**src/rtl/arb_req_client.sv**
```systemverilog
// Requester agent for one round-robin arbiter port: queues jobs, requests, streams beats while granted.
// Optional grant-wait timeout is enabled by defining ARB_REQ_CLIENT_TIMEOUT_EN.
module arb_req_client #(
  parameter int DATA_W  = 8,
  parameter int LEN_W   = 4,
  parameter int DEPTH   = 4,
  parameter int TIMEOUT = 15
) (
  input  logic              clk,
  input  logic              rst,
  input  logic              job_valid,
  output logic              job_ready,
  input  logic [LEN_W-1:0]  job_len,
  input  logic [DATA_W-1:0] job_data,
  output logic              req,
  input  logic              grant,
  output logic              bus_valid,
  output logic [DATA_W-1:0] bus_data,
  output logic              bus_last,
  output logic              busy,
  output logic              err_timeout
);

  localparam int AW = $clog2(DEPTH);

  typedef enum logic [1:0] {IDLE, REQ, XFER, REL} state_t;

  state_t state, state_nxt;

  logic [LEN_W-1:0]  len_mem  [DEPTH];
  logic [DATA_W-1:0] data_mem [DEPTH];
  logic [AW-1:0]     wr_ptr, rd_ptr;
  logic [AW:0]       count;
  logic [LEN_W-1:0]  cnt, cnt_nxt;
  logic [LEN_W-1:0]  head_len;
  logic [DATA_W-1:0] head_data;
  logic              push, pop;
  logic              fifo_empty;
  logic              timeout_hit;

  // Handshakes: a job is pushed on any edge where job_valid && job_ready; a beat
  // is transferred on any edge where bus_valid is high (bus_valid mirrors grant in XFER).
  assign job_ready  = (count != (AW+1)'(DEPTH));
  assign fifo_empty = (count == '0);
  assign push       = job_valid && job_ready;
  assign head_len   = len_mem[rd_ptr];
  assign head_data  = data_mem[rd_ptr];
  assign req        = (state == REQ) || (state == XFER);
  assign busy       = !fifo_empty || (state != IDLE);

  always_ff @(posedge clk) begin
    if (push) begin
      len_mem[wr_ptr]  <= job_len;
      data_mem[wr_ptr] <= job_data;
    end
  end

  always_ff @(posedge clk) begin
    if (rst) begin
      wr_ptr <= '0;
      rd_ptr <= '0;
      count  <= '0;
      state  <= IDLE;
      cnt    <= '0;
    end else begin
      if (push) wr_ptr <= wr_ptr + 1'b1;
      if (pop)  rd_ptr <= rd_ptr + 1'b1;
      case ({push, pop})
        2'b10:   count <= count + 1'b1;
        2'b01:   count <= count - 1'b1;
        default: count <= count;
      endcase
      state <= state_nxt;
      cnt   <= cnt_nxt;
    end
  end

  always_comb begin
    state_nxt = state;
    cnt_nxt   = cnt;
    pop       = 1'b0;
    bus_valid = 1'b0;
    bus_data  = '0;
    bus_last  = 1'b0;
    case (state)
      IDLE: if (!fifo_empty) state_nxt = REQ;
      REQ: begin
        if (grant) begin
          state_nxt = XFER;
          cnt_nxt   = '0;
        end else if (timeout_hit) begin
          pop       = 1'b1;
          state_nxt = REL;
        end
      end
      XFER: begin
        // A low grant stalls here: no beat, counter holds, job stays at the head.
        bus_valid = grant;
        bus_data  = head_data + DATA_W'(cnt);
        bus_last  = grant && (cnt == head_len);
        if (grant) cnt_nxt = cnt + 1'b1;
        if (bus_last) begin
          pop       = 1'b1;
          state_nxt = REL;
        end
      end
      REL: state_nxt = fifo_empty ? IDLE : REQ;
      default: state_nxt = IDLE;
    endcase
  end

`ifdef ARB_REQ_CLIENT_TIMEOUT_EN
  localparam int TW = $clog2(TIMEOUT + 1);
  logic [TW-1:0] tcnt;

  // tcnt is zero on every entry to REQ because it clears whenever state is not REQ.
  assign timeout_hit = (state == REQ) && !grant && (tcnt == TW'(TIMEOUT - 1));

  always_ff @(posedge clk) begin
    if (rst || state != REQ) tcnt <= '0;
    else                     tcnt <= tcnt + 1'b1;
    if (rst) err_timeout <= 1'b0;
    else     err_timeout <= timeout_hit;
  end
`else
  assign timeout_hit = 1'b0;
  assign err_timeout = 1'b0;
`endif

endmodule

```
**config.mk**
```make
export PLATFORM = sky130hd
export DESIGN_NAME = arb_req_client
export DESIGN_NICKNAME = d
export VERILOG_FILES = /design/src/rtl/arb_req_client.sv
export SDC_FILE = /design/constraint.sdc
export NUM_CORES = 1
export LEC_CHECK = 0
export CORE_UTILIZATION = 30
export CTS_CLUSTER_SIZE = 10
export DETAILED_ROUTE_END_ITERATION = 10
export HOLD_SLACK_MARGIN = 0.1
export PLACE_DENSITY = 0.48
export SLEW_MARGIN = 20
export SYNTH_ARGS = -nofsm -noshare
export SYNTH_HDL_FRONTEND = slang
export SYNTH_SLANG_ARGS = --single-unit
```
**constraint.sdc**
```tcl
create_clock -name clk -period 7.6 [get_ports clk]
set_input_delay 1.52 -clock clk [delete_from_list [all_inputs] [get_ports clk]]
set_output_delay 1.52 -clock clk [all_outputs]
set_load 0.01 [all_outputs]
```
==> results by group <==
Run status
  – Outcome: complete, no violations

Timing
  – Max-slew violations: 0
  – Slew headroom: between 50% and 60%
  – Final hold violation count: 0
  – Fmax: approximately 180 MHz
  – Final setup skew: approximately 0.0076 ns
  – Final setup margin: 2.18 ns
  – Setup TNS Final: 0 ns
  – Worst-Margin Slew: approximately 0.74 ns
  – RSZ-0062 raised after global routing: no
  – Setup Viol. Count Final: 0
  – Final period util: between 70% and 80%
  – Fin crit period: 5.42 ns

Detailed routing
  – Vias post-DR: roughly 1.7k
  – Routed wire length: between 5 and 6 mm
  – Vias per cell: ~4.5
  – Drt pass-1 iters: 4
  – # DRC: 0
  – WL per Instance: between 15 and 20 um
  – Post-route ant nets: 0
  – Initial drt markers: about 50

Die
  – Die Y: just over 100 um
  – Core area: around 9400 um^2
  – Die ar.: around 10000 um^2
  – Chip Width: 101 um
  – Starting Density: 31.4%
  – Std cell rows: 35
  – I/O pin cnt: 30

Pwr
  – Design Power: between 0.8 and 0.9 mW
  – Power Density: 243 nW/um^2
  – Peak supply drop: about 0.096 mV
  – Leak Pwr: 1.20 nW

Synth
  – FF+latch count, synth: 63
  – Number of flops mapped to enable cells by yosys: 48
  – Area share of the largest cell type after synthesis: approximately half
  – Area of the mapped netlist: around 2900 um^2
  – Gate Count Post-Synth: 209
  – Seq/Total Area, Yosys: 59.3%
  – Avg Inst Size Synth: between 10 and 15 um^2
  – Main flop type after synthesis: edfxtp_1
  – Top cells by area, synth: edfxtp_1 (49%), dfxtp_1 (10%), mux4_2 (8.4%), ha_1 (6.0%), mux2i_1 (2.4%)
  – Synth warnings: 0
  – Async set-reset flop share out of synthesis: 0%
  – Library cells used by synthesis: 42
  – Syn Nets: 241
  – Top cell type by total area after synthesis: edfxtp_1

Clock tree
  – TritonCTS Sinks: between 60 and 70
  – Root Driver: clkbuf_8
  – Clk Latency, worst-skew pair: ~0.35 ns
  – Clock tree buffer depth: 2
  – TritonCTS clock tree: built
  – Clock buffer count from CTS: 9
  – Post-CTS Hold Buffers: 0
  – Reg clk slew, reported paths: 0.07 ns
  – Post-CTS Resized: 0
  – Post-CTS setup buffer count: 0
  – H-Tree Depth: 3

Place
  – Dpl hpwl: ~3.8 mm
  – Placement Setup Slack: 2.15 ns
  – Gp weighted congestion: between 0.6 and 0.7
  – Port bufs: 28

Final layout
  – Antenna diodes: 0
  – P&R area growth vs syn: 20.7%
  – Fillers: between 900 and 1k
  – Share of layout cells above drive strength 1: roughly 15%
  – Nets: about 270

Worst setup path
  – Reg2Reg Setup Slack: 4.11 ns
  – Worst path max stage delay: around 0.62 ns
  – Cell Chain, Critical Path: clkdlybuf4s50_1 -> or3b_2 -> mux2i_1 -> o2111ai_2 -> nor2_1 -> clkdlybuf4s50_1
  – Endpoint type of the worst setup path: output port
  – CP arrival: between 3 and 4 ns
  – Slowest CP cell: clkdlybuf4s50_1
  – Crit-path max FO: 9
  – CP startpoint kind: primary input
  – Top delay family on crit path: buffers and inverters
  – Critical path required time: between 6 and 7 ns
  – CP bufs+invs: 2
  – Crit path kind: in -> out
  – Most frequent cell on the critical path: clkdlybuf4s50_1

Min path
  – Hold Crit Class: reg -> reg

Global route
  – Largest net degree at the start of global routing: 19
  – Vias in the first global route: 1694
  – First-pass GRT wire length: 8.97 mm
  – GRT Overall Usage: 12.3%
  – Total grt overflow: 0
  – Antenna violations before repair: 0

Run
  – Reported max-cap violation count: 0
[cell usage in the layout, fill, tap and decap left out, drive strengths merged, types with 2 or more instances in the layout]
master          n
a21o            2
a21oi          10
a22oi           3
and2            4
and3            4
clkbuf          9
clkdlybuf4s50  28
clkinv          2
clkinvlp        2
dfxtp          15
edfxtp         48
fa              2
ha             14
inv            14
mux2            2
mux2i           7
mux4           11
nand2          10
nand3           3
nand3b          2
nor2           13
nor3            4
o211ai          2
o21ai           7
or3             4
or4b            2
xnor2           7
xor2            2
[power by group]
group          switching [mW]  leakage (nW)  internal [mW]
Clock                   0.143        0.0964          0.155
Sequential             0.0134         0.563          0.391
Combinational          0.0848         0.541         0.0759
Total                   0.241          1.20          0.622
[path summary, 6_finish.rpt]
kind                           from                     end  depth (start not counted)
min          rd_ptr[1]$_SDFFE_PP0P_  rd_ptr[1]$_SDFFE_PP0P_                          2
min reg2reg  rd_ptr[1]$_SDFFE_PP0P_  rd_ptr[1]$_SDFFE_PP0P_                          2
max                           grant                bus_last                          6
max reg2reg                    flop   count[2]$_SDFFE_PP0P_                         11
[registers in the layout, summed over array words and instances (netlist names), named ones only]
register,cells
data_mem,32
len_mem,16
cnt,4
count,3
rd_ptr,2
state,2
wr_ptr,2
[routing by layer]
metal  vias to the layer above  wire length (um)  global-route usage, %
li1                        844                 -                      -
met1                       814              2740                   15.3
met2                        27              2620                   19.8
met3                        11               193                   4.02
met4                         0                92                   4.68
met5                         -                 0                      0
[worst min-delay path, cell delays in order (launching register included)]
cell and delay, ns:
dfxtp_1 0.30, o21ai_0 0.06, a21oi_1 0.07
[cells by family after synthesis]
kind of cell               share of synthesized area, %
and+or+nand+nor                                    9.32
other                                             0.128
AOI/OAI and AO/OA                                  6.13
muxes                                              11.6
buffers and inverters                              3.06
DFF                                                59.3
xor gates and xnor gates                           3.19
adders and majority gates                          7.32
[per-stage QoR]
| stage | hold WS (ns) | instances | util (%) | cell area [um^2] |
|---|---|---|---|---|
| 6_report | 0.493 | 375 | 37.9 | 3550 |
| 2_1_floorplan | 0.459 | 209 | - | 2940 |
| 3_3_place_gp | 0.480 | 359 | 35.7 | 3340 |
| 3_5_place_dp | 0.481 | 359 | 35.7 | 3340 |
| 5_1_grt | 0.540 | 375 | 37.9 | 3550 |
| 4_1_cts | 0.492 | 375 | 37.9 | 3550 |
[cells in the mapped netlist, drive strengths merged (7+ instances only)]
cell type   n
nand2      10
xnor2       7
ha         14
dfxtp      15
a21oi      10
edfxtp     48
o21ai       7
mux4       11
mux2i       7
inv        12
nor2       13
[cell type report]
| type | instances | area, um^2 | area share (%) |
|---|---|---|---|
| sequential | 63 | 1740 | 49.1 |
| multi-input combinational | 126 | 1110 | 31.2 |
| timing repair buffer | 29 | 288 | 8.11 |
| tap | 129 | 161 | 4.55 |
| clock buffer | 9 | 124 | 3.49 |
| clock inverter | 7 | 80.1 | 2.26 |
| inverter | 12 | 45.0 | 1.27 |
No activity file was read; power rests on OpenSTA's default activity.
